<file path="src/rtl/vec_pkg.sv">
// Shared types for the scalar-core offload endpoint: request/response payloads and ROB entries.
package vec_pkg;

  localparam int XLEN          = 32;
  localparam int TRANS_ID_BITS = 3;

  typedef logic [TRANS_ID_BITS-1:0] trans_id_t;

  typedef struct packed {
    logic [31:0]     instr;
    logic [XLEN-1:0] rs1;
    logic [XLEN-1:0] rs2;
    trans_id_t       instr_id;
  } sca_req_t;

  typedef struct packed {
    logic            err;
    logic [XLEN-1:0] res;
    trans_id_t       instr_id;
  } sca_resp_t;

  typedef struct packed {
    logic            valid;
    logic            done;
    trans_id_t       id;
    logic            err;
    logic [XLEN-1:0] res;
  } rob_entry_t;

endpackage

</file>
<file path="src/rtl/vec_sca_rob.sv">
// Reorder buffer: allocates at tail, retires at head, and matches ids for duplicate
// detection and out-of-order completion.
module vec_sca_rob
  import vec_pkg::*;
#(
  parameter int ROB_DEPTH = 4
) (
  input  logic            clk_i,
  input  logic            rst_ni,
  input  logic            alloc_i,
  input  trans_id_t       alloc_id_i,
  input  trans_id_t       query_id_i,
  output logic            dup_o,
  output logic            full_o,
  input  logic            cpl_valid_i,
  input  trans_id_t       cpl_id_i,
  input  logic            cpl_err_i,
  input  logic [XLEN-1:0] cpl_res_i,
  output logic            unk_cpl_o,
  output rob_entry_t      head_o,
  input  logic            retire_i
);

  localparam int PW = $clog2(ROB_DEPTH);

  rob_entry_t             rob_q [ROB_DEPTH];
  logic [PW-1:0]          head_q, tail_q;
  logic [PW:0]            count_q;
  logic [ROB_DEPTH-1:0]   cpl_hit;

  // Ids are unique among valid entries, so at most one entry can hit.
  always_comb begin
    dup_o   = 1'b0;
    cpl_hit = '0;
    for (int i = 0; i < ROB_DEPTH; i++) begin
      if (rob_q[i].valid && (rob_q[i].id == query_id_i)) dup_o = 1'b1;
      cpl_hit[i] = cpl_valid_i && rob_q[i].valid && !rob_q[i].done &&
                   (rob_q[i].id == cpl_id_i);
    end
  end

  assign full_o = (count_q == (PW+1)'(ROB_DEPTH));
  assign head_o = rob_q[head_q];

  always_ff @(posedge clk_i or negedge rst_ni) begin
    if (!rst_ni) begin
      for (int i = 0; i < ROB_DEPTH; i++) rob_q[i] <= '0;
      head_q    <= '0;
      tail_q    <= '0;
      count_q   <= '0;
      unk_cpl_o <= 1'b0;
    end else begin
      for (int i = 0; i < ROB_DEPTH; i++) begin
        if (cpl_hit[i]) begin
          rob_q[i].done <= 1'b1;
          rob_q[i].err  <= cpl_err_i;
          rob_q[i].res  <= cpl_res_i;
        end
      end
      if (alloc_i) begin
        rob_q[tail_q] <= '{valid: 1'b1, done: 1'b0, id: alloc_id_i, err: 1'b0, res: '0};
        tail_q        <= tail_q + 1'b1;
      end
      // Retire clears the whole entry, so a bypassed completion on the head never leaves done set.
      if (retire_i) begin
        rob_q[head_q] <= '0;
        head_q        <= head_q + 1'b1;
      end
      if (alloc_i && !retire_i)      count_q <= count_q + 1'b1;
      else if (!alloc_i && retire_i) count_q <= count_q - 1'b1;
      if (cpl_valid_i && (cpl_hit == '0)) unk_cpl_o <= 1'b1;
    end
  end

endmodule

</file>
<file path="src/rtl/vec_sca_resp_ctrl.sv">
// Offload endpoint: registers accepted requests toward the decoder and returns responses in order.
// Optional same-cycle completion-to-response bypass under VEC_SCA_CPL_BYPASS_EN.
module vec_sca_resp_ctrl
  import vec_pkg::*;
#(
  parameter int ROB_DEPTH = 4
) (
  input  logic            clk_i,
  input  logic            rst_ni,
  input  logic            req_valid_i,
  output logic            req_ready_o,
  input  sca_req_t        req_i,
  output logic            dec_valid_o,
  input  logic            dec_ready_i,
  output sca_req_t        dec_req_o,
  input  logic            cpl_valid_i,
  input  trans_id_t       cpl_id_i,
  input  logic            cpl_err_i,
  input  logic [XLEN-1:0] cpl_res_i,
  output logic            resp_valid_o,
  input  logic            resp_ready_i,
  output sca_resp_t       resp_o,
  output logic            unk_cpl_o
);

  logic       full, dup, accept, retire;
  rob_entry_t head;

  assign req_ready_o = !full && (!dec_valid_o || dec_ready_i) && !dup;
  assign accept      = req_valid_i && req_ready_o;
  assign retire      = resp_valid_o && resp_ready_i;

  vec_sca_rob #(.ROB_DEPTH(ROB_DEPTH)) u_rob (
    .clk_i       (clk_i),
    .rst_ni      (rst_ni),
    .alloc_i     (accept),
    .alloc_id_i  (req_i.instr_id),
    .query_id_i  (req_i.instr_id),
    .dup_o       (dup),
    .full_o      (full),
    .cpl_valid_i (cpl_valid_i),
    .cpl_id_i    (cpl_id_i),
    .cpl_err_i   (cpl_err_i),
    .cpl_res_i   (cpl_res_i),
    .unk_cpl_o   (unk_cpl_o),
    .head_o      (head),
    .retire_i    (retire)
  );

  // Decoder skid register: a new accept may overwrite on the same edge as the handshake.
  always_ff @(posedge clk_i or negedge rst_ni) begin
    if (!rst_ni) begin
      dec_valid_o <= 1'b0;
      dec_req_o   <= '0;
    end else if (accept) begin
      dec_valid_o <= 1'b1;
      dec_req_o   <= req_i;
    end else if (dec_ready_i) begin
      dec_valid_o <= 1'b0;
    end
  end

  always_comb begin
    resp_valid_o = head.valid && head.done;
    resp_o       = '{err: head.err, res: head.res, instr_id: head.id};
`ifdef VEC_SCA_CPL_BYPASS_EN
    if (cpl_valid_i && head.valid && !head.done && (head.id == cpl_id_i)) begin
      resp_valid_o = 1'b1;
      resp_o.err   = cpl_err_i;
      resp_o.res   = cpl_res_i;
    end
`endif
  end

endmodule
</file>
<file path="config.mk">
export PLATFORM = sky130hd
export DESIGN_NAME = vec_sca_resp_ctrl
export DESIGN_NICKNAME = d
export VERILOG_FILES = /design/src/rtl/vec_pkg.sv /design/src/rtl/vec_sca_rob.sv /design/src/rtl/vec_sca_resp_ctrl.sv
export SDC_FILE = /design/constraint.sdc
export NUM_CORES = 1
export LEC_CHECK = 0
export ABC_AREA = 1
export BUFFER_PORTS_ARGS = -buffer_cell sky130_fd_sc_hd__clkbuf_2
export CAP_MARGIN = 20
export CORE_MARGIN = 2
export CORE_UTILIZATION = 50
export CTS_CLUSTER_SIZE = 28
export DETAILED_ROUTE_END_ITERATION = 6
export MAX_ROUTING_LAYER = met4
export PLACE_DENSITY = 0.86
export SLEW_MARGIN = 5
export SYNTH_ARGS = -nofsm -noshare
export SYNTH_HDL_FRONTEND = slang
export SYNTH_HIERARCHICAL = 1
export SYNTH_SLANG_ARGS = --single-unit
export TNS_END_PERCENT = 50
</file>
<file path="constraint.sdc">
create_clock -name clk_i -period 2.7 [get_ports clk_i]
set_input_delay 0.27 -clock clk_i [delete_from_list [all_inputs] [get_ports clk_i]]
set_output_delay 0.27 -clock clk_i [all_outputs]
set_load 0.03 [all_outputs]
</file>
[Word level (Yosys, flattened, before mapping)]
Index checks and enable logic that the tools add are counted.
Storage, ports and cells
  register bits after elaboration: 260
  bits of input ports: 141
  output and inout port bits: 139
  logic and storage cells: 115
Operators by class
  add/sub/neg operators: 4
  order comparisons: 4
  equality and inequality tests: 9
  mux-type cells: 26
  bitwise logic cells: 4
  reductions and logical operators: 39
Operator list (number)
  $mux 152: 2
  $and 152x152->152: 1
  $bwmux 152: 1
  $demux 38 s2: 2
  $mux 38: 4
  $not 152->152: 1
  $mux 33: 4
  $bmux 38 s2: 1
  $logic_and 1x1->1: 26
  $eq 3x3->1: 8
  $mux 1: 10
  $logic_not 1->1: 9
  $ge 3x3->1 const B: 2
  $lt 3x1->1 const B: 2
  $mux 3: 2
  $not 2->3: 2
  $add 2x1->2 const B: 2
  $logic_not 4->1: 1
  $reduce_bool 2->1: 2
  $add 3x1->3 const B: 1
  $eq 3x3->1 const B: 1
  $sub 3x1->3 const B: 1
  $logic_or 1x1->1: 1

[Longest topological paths before layout]
Gate-level depths: netlist of run 1.
  depth in word-level cells: 13
  depth in mapped cells: 18
  gate-level depth less buffers: 15

[Cells and area by module]
The synthesis of run 1 kept the hierarchy.
Modules (own cells, without submodules)
  vec_sca_rob: instances 1, cells an instance 996, area each 7950.1 sq um, seq. area each 4003.8 sq um
  vec_sca_resp_ctrl: instances 1, cells an instance 453, area each 4191.5 sq um, seq. area each 2502.4 sq um

[Worst setup path after synthesis of run 1]
No wires, ideal clock.
  kind: register -> register
  start: register u_rob.head_q[1]
  end: register u_rob.count_q[1]
  arrival: 2301 ps
  path slack: 274 ps
  cell stages (with the launch flop): 13
  buffers on the path: 2
  period minus slack after synthesis: 2426 ps
  cell sequence: dfrtp_1 -> inv_1 -> clkbuf_1 -> o21ai_0 -> o22ai_1 -> nand2_1 -> nor2_1 -> buf_2 -> inv_1 -> ha_1 -> inv_1 -> fa_1 -> mux2_2
RTL lines
  from (decl): RTL line vec_sca_rob.sv:27  | logic [PW-1:0] head_q, tail_q;
  from (signal assigned): RTL line vec_sca_rob.sv:67  | head_q <= head_q + 1'b1;
  to (signal assigned): RTL line vec_sca_rob.sv:69  | if (alloc_i && !retire_i) count_q <= count_q + 1'b1;
  to (signal assigned): RTL line vec_sca_rob.sv:70  | else if (!alloc_i && retire_i) count_q <= count_q - 1'b1;
  to (decl): RTL line vec_sca_rob.sv:28  | logic [PW:0] count_q;

==> results of run 1 <==
per-stage QoR:
step	power, mW	hold WS, ns	util (%)
4_1_cts	21.5	0.00528	63.8
3_5_place_dp	17.5	0.307	56.5
6_report	22.0	0.0195	64.1
2_1_floorplan	14.3	-0.0256	-
5_1_grt	23.3	0.00692	64.1
3_3_place_gp	17.1	0.309	56.5
sequential cells by signal (all words and copies together), names as in the netlist:
name,cells
u_rob/tail_q,2
u_rob/rob_q,152
u_rob/unk_cpl_o,1
u_rob/count_q,3
dec_req_o,99
u_rob/head_q,2
dec_valid_o,1
worst reg2reg max path: cells and delay by family, from the launching register on:
kind / cells / cell delay [ns]
and+or+nand+nor: 6 / 0.53
adders and majority gates: 2 / 0.64
muxes: 1 / 0.28
buffers and inverters: 4 / 0.49
AOI/OAI and AO/OA: 1 / 0.09
DFF: 1 / 0.40
timing repair:
item,4_1_cts,5_1_grt
resized for setup,1,9
hold buffers,87,0
hold endpoints to repair,165,0
setup buffers,2,3
setup endpoints to repair,1,95
pin swaps,1,1
gates cloned,1,1
cells by family after synthesis:
kind of cell               after synthesis  share of synthesized area, %
AOI/OAI and AO/OA                      294                          12.6
xor gates and xnor gates                10                         0.721
adders and majority gates               10                          1.09
buffers and inverters                  154                          7.15
DFF                                    260                          53.6
muxes                                    1                        0.0927
and+or+nand+nor                        720                          24.8
per-layer routing:
layer	routed length (um)	global-route usage, %
met1	15200	38.4
met2	19700	51.7
met3	3790	6.34
met4	2000	15.6
met5	0	-
cells in the final DEF (no fill, tap or decap), drive strengths merged:
cell type / netlist / routed
buf: 66 / 37
diode: 0 / 4
ha: 9 / 9
clkinv: 5 / 6
xnor2: 1 / 1
clkinvlp: 0 / 2
nand2: 264 / 264
nor2: 346 / 346
nor3: 5 / 5
dfrtp: 260 / 260
fa: 1 / 1
nand4: 99 / 99
o21ai: 227 / 227
bufbuf: 0 / 1
inv: 44 / 46
xor2: 9 / 9
a21oi: 28 / 28
mux2: 1 / 1
o211ai: 4 / 4
nand3: 6 / 6
o21bai: 1 / 1
o22ai: 34 / 34
dlygate4sd3: 0 / 87
clkbuf: 39 / 320
cells in the mapped netlist, drive strengths merged, types with 4 or more instances:
| library cell | instances |
|---|---|
| clkinv | 5 |
| clkbuf | 39 |
| o21ai | 227 |
| xor2 | 9 |
| nor2 | 346 |
| buf | 66 |
| dfrtp | 260 |
| nand3 | 6 |
| nor3 | 5 |
| a21oi | 28 |
| o211ai | 4 |
| nand4 | 99 |
| inv | 44 |
| ha | 9 |
| nand2 | 264 |
| o22ai | 34 |
power groups by stage:
| stage | clock (mW) | combinational, mW | sequential (mW) |
|---|---|---|---|
| 2_1_floorplan | 0 | 6.38 | 7.95 |
| 6_report | 3.56 | 11.6 | 6.78 |
| 3_3_place_gp | 0 | 10.5 | 6.63 |
| 4_1_cts | 3.60 | 11.2 | 6.69 |
| 5_1_grt | 3.77 | 12.5 | 6.95 |
| 3_5_place_dp | 0 | 10.8 | 6.73 |
area by class of cell:
type	instances	area share (%)
timing repair buffer	403	17.3
inverter	49	1.29
multi-input combinational	1035	31.1
clock inverter	5	0.219
antenna	4	0.0648
sequential	260	42.1
tap	324	2.62
clock buffer	42	5.21
final timing paths:
check,from,endpoint,slack [ns],depth (start not counted)
setup / recovery,u_rob/head_q[1],resp_o[18],0.14,5
hold / removal,req_i[44],dec_req_o[44],0.02,3
setup reg to reg,u_rob/rob_q[148],u_rob/count_q[1],0.16,14
hold reg to reg,dec_req_o[90],dec_req_o[90],0.47,2
max in group asynchronous,rst_ni,u_rob/rob_q[11],1.48,3
min in group asynchronous,rst_ni,u_rob/rob_q[148],0.30,2
==> results.md, run 1 <==
* Worst Path Required at 2.43 ns
* Async SR Flop Fraction at 100%
* Die area at 0.0255 mm2
* Final-report setup violation count at 0
* Area Overhead vs Synth at 27.2%
* Clock tree sinks at 260
* RSZ-0062 raised after global routing: true
* Worst path cell trace: inv_1, buf_4, o21ai_0, o22ai_1, clkbuf_2
* Routed wire per std cell at 19.1 um
* Family with the most delay on the worst path: buffers and inverters
* Chip Width at 160 um
* DRT iter0 DRCs at 1476
* Starting Density at 50.4%
* Pin count of the biggest net entering global routing at 102
* Gr ovfl total at 0
* Critical Path End Type: output port
* Residual DRC at 0
* Post-Place Worst Slack at 0.171 ns
* Die Span Y at 160 um
* Sequential Power Share at 30.8%
* Arrival time worst endpoint at 2.29 ns
* Setup TNS at 0 ns
* Detailed-router iteration count before antenna repair at 5
* Fin crit share at 94.7%
* WL final at 40600 um
* Status: completed
* Routability congestion estimate at 0.864
* Leak at 7.94 nW
* Tightest Pin Transition at 0.793 ns
* Ranking of synthesized cells by area: dfrtp_1 (54%), nor2_1 (10%), o21ai_0 (8.2%), nand2_1 (8.0%), nand4_1 (5.1%)
* Clk root buf: clkbuf_16
* Largest vdd supply drop at 745 uV
* Clock power share at 16.2%
* Synthesized area at 0.0121 mm2
* Synth top area share at 53.6%
* Initial antenna violation count at 4
* GRT Total Usage at 31.9%
* Multi-input combinational cell area at 0.00481 mm2
* Worst-Skew Late Latency at 0.55 ns
* Slowest cell on crit path: dfrtp_1
* Post-synth net total at 1600
* Netlist cell types at 32
* Area after DPL at 0.0136 mm2
* I/O Pins at 280
* Post-synth EDFFs at 0
* Clock Skews at 0.0116 ns
* Setup CP Type: register to output port
* Hold Path Class: input port to register
* DP Wirelength at 23600 um
* Vias in the first global route at 12000
* CTS Buf Count at 28
* Fin cells at 2122
* Filler Cell Count at 1939
* Fin. Hold Viols at 0
* FF/Latch Area at 0.00651 mm2
* Logic gate share of total power at 52.9%
* Switching Power at 10.8 mW
* Max Slew Vio Count at 0
* First-pass GRT wire length at 63800 um
* Worst Slack Setup Final at 0.142 ns
* Power per cell area at 1420 mW/mm2
* Gate Count Post-Synth at 1449
* CP Buf/Inv Count at 3
* FMAX at 0.391 GHz
* Post-route ant nets at 0
* Nets at 1928
* Register bit count reported by yosys at 260
* Int Pwr at 11.2 mW
* Yosys warns at 6
* Clk buf depth at 3
* Syn_area_per_cell at 8.38 um2
* Dpl cells at 1977
* CTS clk-pin slew, worst paths at 0.06 ns
* H-tree depth at 1
* Sequential area share after synthesis at 53.6%
* Crit Path Max Fanout at 25
* Vias at 12200
* Slew HR at 47.1%
* Yosys top cell by area: dfrtp_1
* CTS tree: done
* Synth Flop Type: dfrtp_1
* Detail-routed via count per cell at 5.76
* Switching Fraction at 49.1%
* PortBufs at 279
* CP max stage delay at 0.38 ns
* Final min period at 2.56 ns
* Max_cap viols at 0
* Core area at 0.0241 mm2
* Layout cells sized above 1 at 21.5%
* Row cnt at 57
* Final std cell area, no fill at 0.0154 mm2
* Worst setup SP type: register
No activity file was read; power rests on OpenSTA's default activity.
==> run 2: changes to the inputs <==
--- a/config.mk
+++ b/config.mk
@@ -6,14 +6,15 @@
 export NUM_CORES = 1
 export LEC_CHECK = 0
 export ABC_AREA = 1
-export BUFFER_PORTS_ARGS = -buffer_cell sky130_fd_sc_hd__clkbuf_2
 export CAP_MARGIN = 20
 export CORE_MARGIN = 2
 export CORE_UTILIZATION = 50
+export CTS_CLUSTER_DIAMETER = 60
 export CTS_CLUSTER_SIZE = 28
 export DETAILED_ROUTE_END_ITERATION = 6
+export DONT_BUFFER_PORTS = 1
 export MAX_ROUTING_LAYER = met4
-export PLACE_DENSITY = 0.86
+export PLACE_DENSITY = 0.76
 export SLEW_MARGIN = 5
 export SYNTH_ARGS = -nofsm -noshare
 export SYNTH_HDL_FRONTEND = slang
==> run 2 against run 1 <==
  * The run now ends with design-rule violations, negative hold slack left
  * Global-route usage decreased by 2.5 points
  * Via count shrank 8.4%
  * Clock skew increased by 0.021 ns
  * Cell count down 8.7%
  * Combinational power is 22% lower
==> results.md, run 2 (synthesis results as in run 1) <==
* DRT iter0 DRCs at 1056 (-28%)
* WL final at 37500 um (-7.6%)
* Arrival time worst endpoint at 2.23 ns (-0.06 ns)
* Fin crit share at 92.6% (-2.1 points)
* Core area at 0.0241 mm2 (unchanged)
* Biggest register: u_rob/rob_q
* GRT Total Usage at 29.4% (-2.5 points)
* Nets at 1744 (-9.5%)
* Violated checks: design-rule violations, negative hold slack
* Worst-Skew Late Latency at 0.53 ns (-0.02 ns)
* Filler Cell Count at 1979 (+2.1%)
* Setup Buffers After CTS at 0 (-2)
* Hold Buf Count CTS at 165 (+90%)
* Initial antenna violation count at 6 (+2)
* Commonest non-fill, non-tap cell in the layout: nor2_1
* FF/Latch Area at 0.00651 mm2 (about the same)
* DP Wirelength at 21400 um (-9.1%)
* Largest registers: u_rob/rob_q: 152 flops, dec_req_o: 99 flops, u_rob/count_q: 3 flops
* Max Slew Vio Count at 0 (unchanged)
* I/O Pins at 280 (unchanged)
* CTS Buf Count at 21 (-25%)
* Detailed-router iteration count before antenna repair at 7 (+2)
* RSZ-0062 raised after global routing: true
* Total power at 20.7 mW (-5.6%)
* FF-to-FF path depth at 14 (unchanged)
* First-pass GRT wire length at 59100 um (-7.5%)
* Clk buf depth at 3 (unchanged)
* Clock tree sinks at 260 (unchanged)
* Status: finished with violations
* Setup CP Type: register to output port
* Post-Place Worst Slack at 0.188 ns (+0.0177 ns)
* Pin count of the biggest net entering global routing at 261 (+160%)
* Multi-input combinational cell area at 0.00480 mm2 (-0.18%)
* Detail-routed via count per cell at 5.78 (+0.30%)
* Area after DPL at 0.0124 mm2 (-8.7%)
* Post-route ant nets at 0 (unchanged)
* CTS clk-pin slew, worst paths at 0.10 ns (+0.04 ns)
* Final hold slack at -0.578 ns (-0.598 ns)
* Crit Path Max Fanout at 33 (+32%)
* Worst Slack Setup Final at 0.199 ns (+0.0562 ns)
* Chip Width at 160 um (unchanged)
* Worst Path Required at 2.43 ns (about the same)
* Power per cell area at 1390 mW/mm2 (-2.2%)
* Residual DRC at 2 (+2)
* Layout cells sized above 1 at 7.96% (-14 points)
* Area Overhead vs Synth at 22.8%
* Reg2Reg Capture Point: u_rob/count_q[2]
* Fin. Hold Viols at 260 (+260)
* Most frequent cells in the layout: nor2_1 (338), dfrtp_1 (259), nand2_1 (258)
* CTS tree: done
* Max_cap viols at 0 (unchanged)
* Dpl cells at 1729 (-13%)
* Gr ovfl total at 0 (unchanged)
* H-tree depth at 1 (unchanged)
* Clock Skews at 0.0329 ns (+0.0213 ns)
* Final min period at 2.50 ns (-0.0562 ns)
* Clk root buf: clkbuf_16
* Die area at 0.0255 mm2 (unchanged)
* FF-to-FF Start: u_rob/rob_q[72]
* Hold Path Class: input port to async pin
* Fin cells at 1938 (-8.7%)
* Reg2reg setup slack at 0.21 ns (+0.05 ns)
* FMAX at 0.400 GHz (+2.2%)
* Routed wire per std cell at 19.4 um (+1.1%)
* Final-report setup violation count at 0 (unchanged)
* Worst setup SP type: register
* Critical Path End Type: output port
* Vias at 11200 (-8.4%)
* Max reg flops at 152 (unchanged)
* Largest vdd supply drop at 715 uV (-4.1%)
* Final std cell area, no fill at 0.0149 mm2 (-3.5%)
* Slew HR at 31.7% (-15 points)
* Starting Density at 50.4% (unchanged)
* Leak at 7.09 nW (-11%)
* Routability congestion estimate at 0.962 (+11%)
* Vias in the first global route at 11000 (-8.1%)
* Die Span Y at 160 um (unchanged)
* Row cnt at 57 (unchanged)
* PortBufs at 0 (-100%)
* Tightest Pin Transition at 1.02 ns (+0.231 ns)
-- run 2: changes by cell type in the layout (fill, tap and decap cells not counted), sizes merged --
cell	previous run	this run
diode	4	6
clkbuf	320	21
inv	46	55
clkinv	6	9
buf	37	62
bufbuf	1	0
dlygate4sd3	87	164
-- run 2: per-layer routing --
layer	track usage, %	part of all wire [%]	vias up
met3	5.53	8.9	109
met5	-	0	-
met1	36.1	39	5405
met2	48.9	49	580
li1	-	-	5109
met4	10.6	3.1	0
-- run 2: cell type report --
type | count | area share (%)
sequential | 260 | 43.6
timing repair buffer | 226 | 14.8
tap | 324 | 2.72
inverter | 49 | 1.36
clock inverter | 17 | 1.70
clock buffer | 21 | 3.52
antenna | 6 | 0.101
multi-input combinational | 1035 | 32.2
-- run 2: power by group --
group          internal, mW  switching, mW  total, mW  leakage (nW)
logic                  3.19           5.87       9.06          3.44
registers              5.63           2.67       8.30          3.27
clock network          1.62           1.76       3.39         0.375
-- run 2: worst max-delay path by stage --
stage	start	endpoint	slack [ns]
3_5_place_dp	u_rob/rob_q[72]	u_rob/count_q[2]	0.19
6_report	u_rob/rob_q[72]	req_ready_o	0.20
2_1_floorplan	u_rob/head_q[1]	u_rob/count_q[1]	0.27
3_3_place_gp	u_rob/rob_q[148]	u_rob/count_q[2]	0.29
5_1_grt	u_rob/rob_q[148]	u_rob/count_q[2]	-0.04
4_1_cts	u_rob/head_q[0]	resp_o[22]	0.09
-- run 2: metrics by stage --
stage | utilization, % | setup TNS, ns
2_1_floorplan | - | 0
3_3_place_gp | 51.6 | 0
3_5_place_dp | 51.6 | 0
4_1_cts | 61.7 | 0
5_1_grt | 61.9 | -0.0425
6_report | 61.9 | 0
-- run 2: repair_timing --
action,in CTS,in global routing
hold endpoints to repair,502,260
setup endpoints to repair,0,34
resized for setup,0,6
-- run 2: critical path, stage by stage (launching register included) --
cell	delay [ns]
dfrtp_1	0.40
inv_1	0.09
o211ai_1	0.17
nor3_1	0.08
nor2_1	0.12
nand2_1	0.11
nor2_4	0.13
buf_6	0.28
nand2_1	0.10
inv_1	0.23
==> run 3: changes to the inputs <==
--- a/config.mk
+++ b/config.mk
@@ -9,10 +9,10 @@
 export CAP_MARGIN = 20
 export CORE_MARGIN = 2
 export CORE_UTILIZATION = 50
-export CTS_CLUSTER_DIAMETER = 60
 export CTS_CLUSTER_SIZE = 28
 export DETAILED_ROUTE_END_ITERATION = 6
 export DONT_BUFFER_PORTS = 1
+export GPL_TIMING_DRIVEN = 0
 export MAX_ROUTING_LAYER = met4
 export PLACE_DENSITY = 0.76
 export SLEW_MARGIN = 5
==> constraint.sdc (replaced) <==
create_clock -name clk_i -period 2.7 [get_ports clk_i]
set_input_delay 0.54 -clock clk_i [delete_from_list [all_inputs] [get_ports clk_i]]
set_output_delay 0.54 -clock clk_i [all_outputs]
set_load 0.03 [all_outputs]
==> run 3 against run 2 <==
  * The flow finishes with violations (negative hold slack)
  * Critical path depth up 6
  * Global-route usage grew 0.14 points
  * Clock skew is 0.023 ns lower
  * Sequential power up 0.5%
  * Clock power up 14%
  * Critical endpoint is now u_rob/count_q[2]
  * Largest cell class unchanged
  * Largest power group unchanged
==> results.md, run 3 (synthesis results as in run 1) <==
* CP max stage delay at 0.39 ns (about the same)
* Largest registers: u_rob/rob_q: 152 flops, dec_req_o: 99 flops, u_rob/count_q: 3 flops
* Leak at 6.82 nW (-3.8%)
* Clock Skews at 0.00967 ns (-0.0233 ns)
* I/O Pins at 280 (unchanged)
* Critical Path End Type: register
* GRT Total Usage at 29.6% (+0.14 points)
* Area after DPL at 0.0125 mm2 (+0.97%)
* Status: finished with violations
* Most frequent cells in the layout: nor2_1 (337), dfrtp_1 (258), nand2_1 (253)
* Setup TNS at 0 ns (unchanged)
* Max_cap viols at 0 (unchanged)
* Area Overhead vs Synth at 15.5%
* Arrival time worst endpoint at 3.12 ns (+0.89 ns)
* Chip Width at 160 um (unchanged)
* Slew HR at 52.7% (+21 points)
* Routed wire per std cell at 20.2 um (+4.3%)
* Final std cell area, no fill at 0.0140 mm2 (-6.0%)
* Worst path cell trace: inv_2, o211ai_1, nor3_1, nor2_1, nand2_2, nor2_4, nand3_4, buf_8, clkinvlp_4, ha_4, inv_4, fa_2, a21oi_2, o21ai_2, xor2_1
* CTS clk-pin slew, worst paths at 0.06 ns (-0.04 ns)
* Reg2reg setup slack at 0.01 ns (-0.20 ns)
* Hold Path Class: input port to async pin
* Slowest cell on crit path: dfrtp_1
* H-tree depth at 1 (unchanged)
* Clk buf depth at 3 (unchanged)
* RSZ-0062 raised after global routing: true
* Final hold slack at -0.311 ns (+0.267 ns)
* Routability congestion estimate at 0.939 (-2.5%)
* Final min period at 2.69 ns (+0.185 ns)
* Biggest register: u_rob/rob_q
* Setup CP Type: register to register
* Fin. Hold Viols at 260 (unchanged)
* Residual DRC at 0 (-2)
* Die area at 0.0255 mm2 (unchanged)
* FMAX at 0.372 GHz (-6.9%)
* Worst setup SP type: register
* Gr ovfl total at 0 (unchanged)
* DRT iter0 DRCs at 1104 (+4.5%)
* Vias at 10600 (-5.6%)
* Nets at 1642 (-5.8%)
* Crit Path Max Fanout at 4 (-88%)
* First-pass GRT wire length at 58500 um (-0.85%)
* Fin crit share at 99.5% (+6.8 points)
* Die Span Y at 160 um (unchanged)
* Initial antenna violation count at 4 (-2)
* Largest vdd supply drop at 842 uV (+18%)
* Power per cell area at 1540 mW/mm2 (+10%)
* Starting Density at 50.4% (unchanged)
* Post-route ant nets at 0 (unchanged)
* Max Slew Vio Count at 0 (unchanged)
* Pin count of the biggest net entering global routing at 261 (unchanged)
* PortBufs at 0 (unchanged)
* Worst Slack Setup Final at 0.0137 ns (-0.185 ns)
* Core area at 0.0241 mm2 (unchanged)
* Total power at 21.5 mW (+3.8%)
* CTS tree: done
* Detailed-router iteration count before antenna repair at 5 (-2)
* Final-report setup violation count at 0 (unchanged)
* Max reg flops at 152 (unchanged)
* Violated checks: negative hold slack
* CP Buf/Inv Count at 4 (+1)
* Vias in the first global route at 10600 (-3.9%)
* Post-Place Worst Slack at -0.597 ns (-0.786 ns)
* Worst path depth at 15 (+6)
* FF-to-FF path depth at 15 (+1)
* Worst-Skew Late Latency at 0.55 ns (+0.02 ns)
* Tightest Pin Transition at 0.712 ns (-0.312 ns)
* DP Wirelength at 25000 um (+17%)
* Fin cells at 1838 (-5.2%)
* Commonest non-fill, non-tap cell in the layout: nor2_1
* Clock tree sinks at 260 (unchanged)
* Clk root buf: clkbuf_16
* Dpl cells at 1773 (+2.5%)
* Family with the most delay on the worst path: simple AND/OR/NAND/NOR gates
* Detail-routed via count per cell at 5.75 (-0.48%)
* WL final at 37100 um (-1.0%)
* Layout cells sized above 1 at 15.2% (+7.2 points)
* Row cnt at 57 (unchanged)
* Worst Path Required at 3.13 ns (+0.70 ns)
* CTS Buf Count at 28 (+33%)
-- run 3: changes by cell type in the layout (fill, tap and decap cells not counted), moves of 27 or more --
cell	previous run	this run
buf_4	53	20
o22ai_1	34	1
buf_6	3	37
dlygate4sd3_1	164	0
buf_2	0	27
o22ai_2	0	32
-- run 3: per-stage QoR --
step | hold slack [ns] | util, %
floorplan | 0.244 | -
global placement | 0.251 | 52.1
detailed placement | 0.251 | 52.1
CTS | -0.323 | 57.2
global route | -0.324 | 58.2
finish | -0.311 | 58.2
-- run 3: layer usage --
layer | vias to the layer above | GRT usage, % | wire length [um]
met5 | - | - | 0
met4 | 0 | 12.3 | 1660
li1 | 4902 | - | -
met1 | 5054 | 34.4 | 13700
met3 | 108 | 7.69 | 3700
met2 | 510 | 48.9 | 18100
-- run 3: power by group --
group          total, mW  leakage [nW]  internal (mW)  switching [mW]
combinational       9.32          3.09           3.13            6.19
sequential          8.34          3.27           5.64            2.70
clock               3.87         0.457           2.31            1.56
-- run 3: final timing paths --
check,startpoint,to
setup / recovery,u_rob/rob_q[72],u_rob/count_q[2]
hold / removal,rst_ni,u_rob/rob_q[45]
setup reg to reg,u_rob/rob_q[72],u_rob/count_q[2]
hold reg to reg,u_rob/rob_q[62],u_rob/rob_q[62]
max in group asynchronous,rst_ni,dec_req_o[54]
min in group clk_i,req_i[96],dec_req_o[96]
-- run 3: worst register-to-register path, stage by stage (launching register included) --
cell and delay [ns]:
dfrtp_1 0.39, inv_2 0.06, o211ai_1 0.23, nor3_1 0.08
nor2_1 0.18, nand2_2 0.13, nor2_4 0.17, nand3_4 0.10
buf_8 0.14, clkinvlp_4 0.13, ha_4 0.16, inv_4 0.04
fa_2 0.38, a21oi_2 0.17, o21ai_2 0.08, xor2_1 0.13
-- run 3: area by class of cell --
type	count	area, um2
fill	2158	10100
sequential	260	6510
multi-input combinational	1035	5050
clock buffer	44	882
buffer	103	783
tap	324	405
inverter	49	224
timing repair buffer	14	105
clock inverter	4	47.5
antenna	5	12.5
-- run 3: timing repair --
item	in CTS	in global routing
setup buffers	2	12
setup endpoints to repair	169	152
hold endpoints to repair	260	260
resized for setup	88	62
pin swaps	6	10
